$ cat src/rtl/gpio_pkg.sv
// Shared register map for the memory-mapped GPIO block.
package gpio_pkg;

   localparam logic [1:0] OFF_OUT  = 2'd0;
   localparam logic [1:0] OFF_IN   = 2'd1;
   localparam logic [1:0] OFF_FLAG = 2'd2;
   localparam logic [1:0] OFF_IEN  = 2'd3;

   localparam int WINDOW_WORDS = 4;
   localparam int WINDOW_BITS  = $clog2(WINDOW_WORDS);

endpackage

$ cat src/rtl/gpio_debounce.sv
// One input channel: synchroniser chain, stability counter and debounced bit,
// with single-cycle pulses on the edge where the debounced value flips.
module gpio_debounce #(
   parameter int SYNC_STAGES = 2,
   parameter int DB_CYCLES   = 4
) (
   input  logic clk,
   input  logic reset,
   input  logic i_pin,
   output logic o_stable,
   output logic o_rise,
   output logic o_fall
);

   localparam int              CW   = $clog2(DB_CYCLES + 1);
   localparam logic [CW-1:0]   LAST = CW'(DB_CYCLES - 1);

   logic [SYNC_STAGES-1:0] r_sync;
   logic [CW-1:0]          r_count;
   logic                   r_stable;
   logic                   w_sync;
   logic                   w_mismatch;
   logic                   w_flip;

   assign w_sync     = r_sync[SYNC_STAGES-1];
   assign w_mismatch = w_sync ^ r_stable;
   // The DB_CYCLES-th consecutive mismatch is the one seen while the count reads DB_CYCLES-1.
   assign w_flip     = w_mismatch && (r_count == LAST);

   always_ff @(posedge clk or negedge reset) begin
      if (!reset) begin
         r_sync   <= '0;
         r_count  <= '0;
         r_stable <= 1'b0;
      end else begin
         r_sync <= {r_sync[SYNC_STAGES-2:0], i_pin};
         if (w_flip) begin
            r_stable <= ~r_stable;
            r_count  <= '0;
         end else if (w_mismatch) begin
            r_count <= r_count + 1'b1;
         end else begin
            r_count <= '0;
         end
      end
   end

   assign o_stable = r_stable;
   assign o_rise   = w_flip & ~r_stable;
   assign o_fall   = w_flip &  r_stable;

endmodule

$ cat src/rtl/gpio_mmio.sv
// GPIO window on the data bus: OUT / IN / FLAG (W1C) / IEN registers, RAM pass-through.
// Define GPIO_FALL_EDGE_EN to make flags capture falling debounced edges as well.
module gpio_mmio
   import gpio_pkg::*;
#(
   parameter int DATA_W      = 32,
   parameter int ADDR_W      = 5,
   parameter int BASE        = 28,
   parameter int N_OUT       = 4,
   parameter int N_IN        = 6,
   parameter int SYNC_STAGES = 2,
   parameter int DB_CYCLES   = 4
) (
   input  logic              clk,
   input  logic              reset,
   input  logic [ADDR_W-1:0] addr,
   input  logic [DATA_W-1:0] wdata,
   input  logic              we,
   input  logic [DATA_W-1:0] rdata_mem,
   output logic [DATA_W-1:0] rdata,
   output logic              mem_we,
   input  logic [N_IN-1:0]   gpio_in,
   output logic [N_OUT-1:0]  gpio_out,
   output logic              irq
);

   localparam logic [ADDR_W-1:0] BASE_A = ADDR_W'(BASE);

   logic [N_OUT-1:0] r_out;
   logic [N_IN-1:0]  r_flag;
   logic [N_IN-1:0]  r_ien;

   logic             w_hit;
   logic [1:0]       w_off;
   logic             w_wr;
   logic [N_IN-1:0]  w_in;
   logic [N_IN-1:0]  w_rise;
   logic [N_IN-1:0]  w_fall;
   logic [N_IN-1:0]  w_set;
   logic [N_IN-1:0]  w_clr;
   logic             w_unused_ok;

   assign w_hit  = (addr[ADDR_W-1:WINDOW_BITS] == BASE_A[ADDR_W-1:WINDOW_BITS]);
   assign w_off  = addr[WINDOW_BITS-1:0];
   assign w_wr   = we & w_hit;
   assign mem_we = we & ~w_hit;

   for (genvar g = 0; g < N_IN; g++) begin : g_ch
      gpio_debounce #(
         .SYNC_STAGES (SYNC_STAGES),
         .DB_CYCLES   (DB_CYCLES)
      ) u_db (
         .clk      (clk),
         .reset    (reset),
         .i_pin    (gpio_in[g]),
         .o_stable (w_in[g]),
         .o_rise   (w_rise[g]),
         .o_fall   (w_fall[g])
      );
   end

`ifdef GPIO_FALL_EDGE_EN
   assign w_set = w_rise | w_fall;
`else
   assign w_set = w_rise;
`endif

   assign w_clr = (w_wr && (w_off == OFF_FLAG)) ? wdata[N_IN-1:0] : '0;

   always_ff @(posedge clk or negedge reset) begin
      if (!reset) begin
         r_out  <= '0;
         r_flag <= '0;
         r_ien  <= '0;
      end else begin
         if (w_wr && (w_off == OFF_OUT)) r_out <= wdata[N_OUT-1:0];
         if (w_wr && (w_off == OFF_IEN)) r_ien <= wdata[N_IN-1:0];
         // Clear first, then OR in new edges so a coinciding set survives the W1C.
         r_flag <= (r_flag & ~w_clr) | w_set;
      end
   end

   always_comb begin
      rdata = '0;
      if (w_hit) begin
         case (w_off)
            OFF_OUT:  rdata[N_OUT-1:0] = r_out;
            OFF_IN:   rdata[N_IN-1:0]  = w_in;
            OFF_FLAG: rdata[N_IN-1:0]  = r_flag;
            default:  rdata[N_IN-1:0]  = r_ien;
         endcase
      end else begin
         rdata = rdata_mem;
      end
   end

   assign gpio_out = r_out;
   assign irq      = |(r_flag & r_ien);

   assign w_unused_ok = &{1'b0, wdata, w_fall};

endmodule
$ cat config.mk
export PLATFORM = sky130hd
export DESIGN_NAME = gpio_mmio
export DESIGN_NICKNAME = d
export VERILOG_FILES = /design/src/rtl/gpio_pkg.sv /design/src/rtl/gpio_debounce.sv /design/src/rtl/gpio_mmio.sv
export SDC_FILE = /design/constraint.sdc
export NUM_CORES = 1
export LEC_CHECK = 0
export ABC_CLOCK_PERIOD_IN_PS = 1260
export BUFFER_PORTS_ARGS = -buffer_cell sky130_fd_sc_hd__buf_2
export CORE_MARGIN = 1.5
export CORE_UTILIZATION = 40
export DETAILED_ROUTE_END_ITERATION = 6
export GPL_TIMING_DRIVEN = 0
export PLACE_DENSITY = 0.83
export SYNTH_ARGS = -nofsm -noshare
export SYNTH_HDL_FRONTEND = slang
export SYNTH_HIERARCHICAL = 1
export SYNTH_SLANG_ARGS = --single-unit
export TNS_END_PERCENT = 30
$ cat constraint.sdc
create_clock -name clk -period 1.26 [get_ports clk]
set_input_delay 0.189 -clock clk [delete_from_list [all_inputs] [get_ports clk]]
set_output_delay 0.189 -clock clk [all_outputs]
set_load 0.05 [all_outputs]
==> impl_metrics.py, run 1 <==
metrics = {
    "power_and_ir_drop": {
        "p_total_mw": 5.94,
        "p_int_mw": 3.88,
        "clock_power_share_pct": 16.2,
        "power_leakage_nw": 1.74,
        "cellPowerDensity_nw_per_um2": 1660,
        "p_switching_mw": 2.06,
        "peakVddDrop_v": 0.000711,
        "pwr-share-comb_pct": 43.3,
        "p_sw_share_pct": 34.7,
        "seqPwrFrac_pct": 40.5,
    },
    "synth": {
        "syn_area_um2": 2470,
        "syn-num-nets": 291,
        "syn_inst": 201,
        "synth.avg_cell_area_um2": 12.3,
        "yosysWarnings": 6,
    },
    "final_layout": {
        "finish.instance_area_um2": 3590,
        "area_growth_pct": 45.2,
        "antennaDiodeCount": 0,
        "fin_nets": 412,
        "drive_gt1_share_pct": 54.2,
    },
    "status": {
        "violations": "setup timing",
        "outcome": "finished with violations",
    },
    "floorplanning": {
        "die_w_um": 81.6,
        "pin_count": 116,
        "start_util_pct": 41.5,
        "core_um2": 5960,
        "dieArea_um2": 6660,
        "fp.dieH_um": 81.6,
        "rows": 28,
    },
    "sta": {
        "hold_violations": 0,
        "clock.fmax_mhz": 550,
        "setup_ws_ns": -0.557,
        "timing.final.crit_period_ns": 1.82,
        "fin_worst_skew_ns": 0.00411,
        "final.setup.tns_ns": -2.97,
        "rsz0062_at_grt": "yes",
        "setup_viol": 7,
        "worst_slew_pin_slew_ns": 1.12,
        "fin_crit_sh_pct": 144,
        "drv_slew": 0,
        "maxSlewHeadroom_pct": 25.6,
    },
    "clock_network": {
        "clk_latency_ns": 0.30,
        "htreeDepth": 2,
        "cts_buffers": 5,
        "ctsLongestPathBuffers": 2,
        "cts_tree": "yes",
        "cts_root_buffer": "clkbuf_8",
        "clkTransAtPathRegs_ns": 0.09,
        "clock_sinks": 52,
    },
    "placed_design": {
        "hpwlAfterDp_um": 3960,
        "port_buffers": 88,
        "gp_congestion": 0.755,
        "dpl_cell_area_um2": 3060,
        "dpl_worst_slack_ns": -0.441,
    },
    "route": {
        "wl_um": 5440,
        "drt_pre_antenna_iters": 4,
        "wl_per_cell_um": 13.7,
        "drcViolationCount": 0,
        "vias": 1945,
        "viasPerCell": 4.89,
        "ant_nets": 0,
        "drtIter0Drc": 46,
    },
    "setup_path": {
        "path_class": "flop to output port",
        "path_max_fanout": 2,
        "rrSetupSlack_ns": 0.02,
        "cp_data_required_time_ns": 1.07,
        "critPathArrivalTime_ns": 1.63,
        "cp-end-kind": "output port",
        "startpoint_type": "flop",
    },
    "global_routing": {
        "grt_overflow": 0,
        "grt_pass1_vias": 1917,
        "track_usage_pct": 17.2,
        "grt_max_degree": 53,
        "grt_pass1_wl_um": 8350,
        "antenna_found_initial": 0,
    },
    "job": {
        "drv_cap": 0,
    },
    "worst_hold_path": {
        "hold_path_class": "input port to asynchronous set/reset pin",
    },
}
## what timing repair did
item                                   CTS  global route
setup endpoints to repair               36            42
resized for setup                       52            24
endpoints found under the hold margin    6             0
hold buffers                             6             0
pin swaps                                2             6
setup buffers                           19             2
## placed cells by master (no fill, tap or decap), drive strengths merged
master and n:
and2 27, nor3b 6, nor2 5, nand4 1
nand2 13, xnor2 6, nand2b 5, buf 114
nor2b 1, clkbuf 8, or3 2, a22oi 5
inv 10, mux2 18, nor3 12, o21ai 6
nand3 2, dlygate4sd3 6, mux4 4, o31ai 5
ha 12, a21o 1, dfrtp 52, and3b 2
## cell type report
cell class / count / area, um^2
fillers: 468 / 2370
flip-flops and latches: 52 / 1310
multi-input cells: 133 / 1230
repair buffers: 114 / 778
well taps: 75 / 93.8
clock buffers: 8 / 90.1
plain buffers: 6 / 51.3
inverters: 10 / 37.5
## routing by layer
metal  share of wire, %  GRT usage, %  wire, um
met1                 38          18.0      2050
met2                 53          32.6      2860
met3                7.5          4.00       405
met4                2.2          7.29       122
met5                  0             0         0
## power groups by stage
stage | combinational [mW] | clock, mW | sequential, mW
2_1_floorplan | 1.39 | 0 | 2.50
3_3_place_gp | 1.82 | 0 | 2.48
3_5_place_dp | 1.90 | 0 | 2.52
4_1_cts | 2.46 | 0.987 | 2.40
5_1_grt | 2.83 | 1.05 | 2.46
6_report | 2.57 | 0.963 | 2.41
## worst max-delay path, stage by stage (launching register included)
cell	delay, ns
dfrtp_1	0.41
mux4_2	0.47
mux2_4	0.29
buf_6	0.15
## state kept, by name (all words and copies together) (netlist names)
register            count
r_flag                  6
gpio_out                4
g_ch.u_db/o_stable      6
g_ch.u_db/r_count      18
r_ien                   6
g_ch.u_db/r_sync       12
## stage by stage
step	std cells	util (%)	hold slack (ns)
final	398	60.3	0.0926
after global routing	398	60.3	0.121
after floorplan	201	-	-0.107
after CTS	397	59.0	0.129
after global placement	364	51.3	0.296
after detailed placement	364	51.3	0.298
## final timing paths
check | cells past startpoint | from | end
worst max-delay path | 3 | r_flag[3] | rdata[3]
worst min-delay path | 1 | reset | g_ch[2].u_db/r_sync[0]
worst max register to register | 4 | g_ch[3].u_db/r_count[0] | r_flag[3]
worst min register to register | 0 | g_ch[5].u_db/r_sync[0] | g_ch[5].u_db/r_sync[1]
max in group asynchronous | 1 | reset | gpio_out[1]
min in group clk | 2 | wdata[5] | r_ien[5]
Note: power is estimated with default switching activity, not from simulation.
==> inputs of run 2 (changes only) <==
- MAX_ROUTING_LAYER: not set -> met4
==> impl_metrics.py, run 2 (synthesis results as in run 1) <==
metrics = {
    "status": {
        "outcome": "finished with violations",
        "violations": "setup timing",
    },
    "final_layout": {
        "finish.instance_area_um2": 3590,
        "largest_reg_flops": 18,
        "top_register": "g_ch.u_db/r_count",
        "layout_commonest_cell": "buf_2",
        "area_growth_pct": 45.4,
        "reg_top3": "g_ch.u_db/r_count x18, g_ch.u_db/r_sync x12",
        "drive_gt1_share_pct": 54.2,
        "finalNonFillerCells": 398,
        "fin_nets": 412,
        "layout_common_cells": "buf_2, dfrtp_1, buf_4",
        "antennaDiodeCount": 0,
    },
    "sta": {
        "maxSlewHeadroom_pct": 25.4,
        "rsz0062_at_grt": "yes",
        "timing.final.crit_period_ns": 1.82,
        "whs_ns": 0.0957,
        "hold_violations": 0,
        "fin_crit_sh_pct": 144,
        "setup_ws_ns": -0.560,
        "fin_worst_skew_ns": 0.00317,
        "worst_slew_pin_slew_ns": 1.12,
        "final.setup.tns_ns": -2.98,
        "drv_slew": 0,
        "clock.fmax_mhz": 550,
        "setup_viol": 7,
    },
    "route": {
        "vias": 1938,
        "viasPerCell": 4.87,
        "wl_per_cell_um": 13.7,
        "drt_pre_antenna_iters": 4,
        "wl_um": 5450,
        "drtIter0Drc": 47,
        "ant_nets": 0,
        "drcViolationCount": 0,
    },
    "floorplanning": {
        "pin_count": 116,
        "rows": 28,
        "fp.dieH_um": 81.6,
        "start_util_pct": 41.5,
        "dieArea_um2": 6660,
        "die_w_um": 81.6,
        "core_um2": 5960,
    },
    "placed_design": {
        "place_inst": 364,
        "gp_congestion": 0.765,
        "port_buffers": 88,
        "dpl_cell_area_um2": 3060,
        "hpwlAfterDp_um": 3960,
    },
    "clock_network": {
        "clk_latency_ns": 0.30,
        "cts_root_buffer": "clkbuf_8",
        "clkTransAtPathRegs_ns": 0.09,
        "clock_sinks": 52,
        "ctsLongestPathBuffers": 2,
        "cts_tree": "yes",
        "htreeDepth": 2,
        "cts_buffers": 5,
    },
    "setup_path": {
        "cp_data_required_time_ns": 1.07,
        "cp_cell_sequence": "mux4_2, mux2_4, buf_6",
        "cp_top_family": "multiplexers",
        "path_class": "flop to output port",
        "crit_buf_inv": 1,
        "timing.rr.start": "g_ch[3].u_db/r_count[0]",
        "path_max_fanout": 2,
        "critPathArrivalTime_ns": 1.63,
        "cp-end-kind": "output port",
        "cp_slowest_cell": "mux4_2",
        "startpoint_type": "flop",
        "critPathLaunch": "r_flag[3]",
        "cpPeakStageDelay_ns": 0.47,
    },
    "power_and_ir_drop": {
        "cellPowerDensity_nw_per_um2": 1650,
        "peakVddDrop_v": 0.000714,
        "power_leakage_nw": 1.74,
        "p_total_mw": 5.94,
    },
    "global_routing": {
        "grt_pass1_vias": 1911,
        "antenna_found_initial": 0,
        "grt_overflow": 0,
        "grt_pass1_wl_um": 8340,
        "grt_max_degree": 53,
        "track_usage_pct": 17.7,
    },
    "worst_hold_path": {
        "hold_path_class": "input port to asynchronous set/reset pin",
    },
    "job": {
        "drv_cap": 0,
    },
}
## run 2: cell count changes in the layout (fill, tap and decap cells not counted)
cell   before  now
buf_6      11   12
buf_4      44   43
## run 2: path summary, 6_finish.rpt
kind | to | slack (ns) | depth (start not counted)
worst max-delay path | rdata[3] | -0.56 | 3
worst min-delay path | g_ch[2].u_db/r_sync[0] | 0.1 | 1
worst max register to register | r_flag[3] | 0.02 | 4
worst min register to register | g_ch[5].u_db/r_sync[1] | 0.35 | 0
max in group asynchronous | gpio_out[1] | 0.40 | 1
min in group clk | r_ien[5] | 0.13 | 2
## run 2: timing repair
item                                    in CTS  in global routing
hold buffers                                 6                  0
hold endpoints to repair                     6                  0
gates cloned                                 0                  0
buffers inserted                            19                  2
resized for setup                           52                 25
endpoints found under the setup margin      36                 42
pin swaps                                    2                  6
## run 2: worst register-to-register path, cell delays in order, from the launching register on
cell	delay, ns
dfrtp_1	0.40
ha_2	0.19
ha_4	0.18
and3b_2	0.22
nand2b_1	0.14
## run 2: power by group
group / switching, mW / total (mW) / internal, mW
logic: 1.29 / 2.58 / 1.29
registers: 0.265 / 2.41 / 2.15
clock network: 0.509 / 0.958 / 0.449
total: 2.06 / 5.94 / 3.88
## run 2: area by class of cell
type	instances	area [um^2]
fill	466	2360
sequential	52	1310
multi-input combinational	133	1230
timing repair buffer	114	782
tap	75	93.8
clock buffer	8	90.1
buffer	6	51.3
inverter	10	37.5
## run 2: layer usage
metal / global-route usage (%) / part of all wire, %
met4: 7.29 / 2.0
met1: 18.5 / 38
met2: 32.2 / 53
met3: 3.78 / 7.0
met5: - / 0
## run 2: stage by stage
step / util (%) / worst slack (ns)
finish: 60.3 / -0.560
global route: 60.3 / -0.600
CTS: 59.0 / -0.564
detailed placement: 51.3 / -0.441
global placement: 51.3 / -0.437
floorplan: - / -0.260
==> inputs of run 3 (changes only) <==
--- a/constraint.sdc
+++ b/constraint.sdc
@@ -3,2 +3,2 @@
 set_output_delay 0.189 -clock clk [all_outputs]
-set_load 0.05 [all_outputs]
+set_load 0.1 [all_outputs]
==> impl_metrics.py, run 3 (synthesis results as in run 1) <==
metrics = {
    "global_routing": {
        "track_usage_pct": 18.0,
        "grt_pass1_vias": 1869,
        "grt_overflow": 0,
        "antenna_found_initial": 0,
        "grt_max_degree": 53,
        "grt_pass1_wl_um": 8590,
    },
    "final_layout": {
        "fin_nets": 404,
        "antennaDiodeCount": 0,
        "largest_reg_flops": 18,
        "layout_commonest_cell": "buf_2",
        "seq_area_um2": 1320,
        "area_growth_pct": 54.9,
        "layout_common_cells": "buf_2, dfrtp_1, buf_6",
        "n_fill_cell": 416,
        "multi_input_area_um2": 1250,
        "reg_top3": "g_ch.u_db/r_count x18, g_ch.u_db/r_sync x12",
        "top_register": "g_ch.u_db/r_count",
        "drive_gt1_share_pct": 54.8,
        "post-route-util_pct": 64.3,
    },
    "sta": {
        "rsz0062_at_grt": "yes",
        "fin_worst_skew_ns": 0.00708,
        "timing.final.crit_period_ns": 1.94,
        "setup_ws_ns": -0.677,
        "whs_ns": 0.114,
        "clock.fmax_mhz": 516,
        "hold_violations": 0,
        "worst_slew_pin_slew_ns": 1.17,
        "drv_slew": 0,
        "setup_viol": 15,
        "maxSlewHeadroom_pct": 22.2,
        "fin_crit_sh_pct": 154,
    },
    "placed_design": {
        "hpwlAfterDp_um": 3770,
        "port_buffers": 88,
        "gp_congestion": 0.726,
    },
    "route": {
        "wl_um": 6070,
        "vias": 1924,
        "dr_wl_met3_um": 401,
        "ant_nets": 0,
        "wl_per_cell_um": 15.6,
        "drt_pre_antenna_iters": 4,
        "wl_met1_um": 2410,
        "highest_layer": "met4",
        "drtIter0Drc": 71,
        "met2_length_um": 3130,
        "viasPerCell": 4.95,
        "drcViolationCount": 0,
    },
    "power_and_ir_drop": {
        "p_sw_share_pct": 39.7,
        "pwr-share-comb_pct": 47.5,
        "p_int_mw": 3.88,
        "peakVddDrop_v": 0.00125,
        "seqPwrFrac_pct": 38.9,
        "clock_power_share_pct": 13.6,
        "cellPowerDensity_nw_per_um2": 1680,
        "power_leakage_nw": 1.79,
        "p_switching_mw": 2.55,
    },
    "floorplanning": {
        "die_w_um": 81.6,
        "dieArea_um2": 6660,
        "fp.dieH_um": 81.6,
        "pin_count": 116,
        "core_um2": 5960,
        "rows": 28,
        "start_util_pct": 41.5,
    },
    "setup_path": {
        "cp-end-kind": "output port",
        "cp_data_required_time_ns": 1.07,
        "rr_endpoint": "r_flag[3]",
        "startpoint_type": "flop",
        "reg2regPathDepth": 4,
        "path_class": "flop to output port",
        "critPathArrivalTime_ns": 1.75,
        "rrSetupSlack_ns": 0.03,
        "critPathLaunch": "gpio_out[1]",
        "path_max_fanout": 2,
        "timing.rr.start": "g_ch[3].u_db/r_count[0]",
    },
    "clock_network": {
        "clk_latency_ns": 0.30,
        "ctsLongestPathBuffers": 2,
        "clkTransAtPathRegs_ns": 0.08,
        "cts_tree": "yes",
        "cts_root_buffer": "clkbuf_8",
        "cts_buffers": 5,
        "htreeDepth": 2,
        "clock_sinks": 52,
    },
    "status": {
        "violations": "setup timing",
        "outcome": "finished with violations",
    },
    "job": {
        "drv_cap": 0,
    },
    "worst_hold_path": {
        "hold_path_class": "input port to asynchronous set/reset pin",
    },
}
==> run 3: cell count changes in the layout (fill, tap and decap cells not counted), moves of 2 or more <==
cell / before / now
and2_2: 0 / 6
buf_6: 12 / 27
and2_1: 27 / 21
clkbuf_2: 0 / 2
buf_8: 2 / 4
dfrtp_4: 0 / 4
buf_12: 0 / 15
dfrtp_2: 4 / 0
buf_2: 57 / 52
buf_4: 43 / 5
==> run 3: timing repair <==
| action | in CTS | in global routing |
|---|---|---|
| buffers inserted | 7 | 5 |
| setup endpoints to repair | 40 | 41 |
| hold buffers | 6 | 0 |
| gates resized for setup | 88 | 48 |
| pin swaps | 4 | 4 |
| hold endpoints to repair | 6 | 0 |
==> run 3: worst max path at each step <==
| stage | cells after the start | slack, ns | end |
|---|---|---|---|
| after CTS | 3 | -0.67 | rdata[2] |
| final | 3 | -0.68 | rdata[1] |
| after floorplan | 2 | -0.43 | rdata[0] |
| after global placement | 3 | -0.44 | rdata[2] |
| after global routing | 3 | -0.70 | rdata[2] |
| after detailed placement | 5 | -0.44 | rdata[2] |
==> run 3: layer usage <==
layer / global-route usage [%] / vias up
li1: - / 916
met1: 20.7 / 907
met2: 31.4 / 88
met3: 3.89 / 13
met4: 5.59 / 0
met5: - / -
==> run 3: final cells by class <==
type / count / share of cell area [%]
flip-flops and latches: 52 / 34.4
multi-input cells: 133 / 32.6
repair buffers: 106 / 25.9
well taps: 75 / 2.45
clock buffers: 7 / 1.99
plain buffers: 6 / 1.73
inverters: 10 / 0.981
==> run 3: power groups by stage <==
stage | registers (mW) | clock network (mW) | logic [mW]
after global placement | 2.50 | 0 | 2.30
after floorplan | 2.61 | 0 | 1.79
after detailed placement | 2.52 | 0 | 2.38
after CTS | 2.49 | 0.915 | 2.84
after global routing | 2.56 | 0.978 | 3.29
final | 2.50 | 0.875 | 3.05
==> run 3: critical path: stages (launching register included) <==
cell,delay [ns]
dfrtp_4,0.49
mux4_2,0.47
mux2_4,0.31
buf_12,0.17
==> run 3: through the flow <==
| stage | instance area (um^2) | cells | worst slack [ns] | total power [mW] | setup TNS, ns |
|---|---|---|---|---|---|
| final | 3830 | 389 | -0.677 | 6.43 | -4.06 |
| after global routing | 3830 | 389 | -0.705 | 6.83 | -5.10 |
| after CTS | 3600 | 384 | -0.668 | 6.24 | -3.68 |
| after detailed placement | 3100 | 364 | -0.445 | 4.91 | -11.59 |
| after global placement | 3100 | 364 | -0.438 | 4.80 | -10.80 |
| after floorplan | 2570 | 201 | -0.430 | 4.40 | -7.47 |
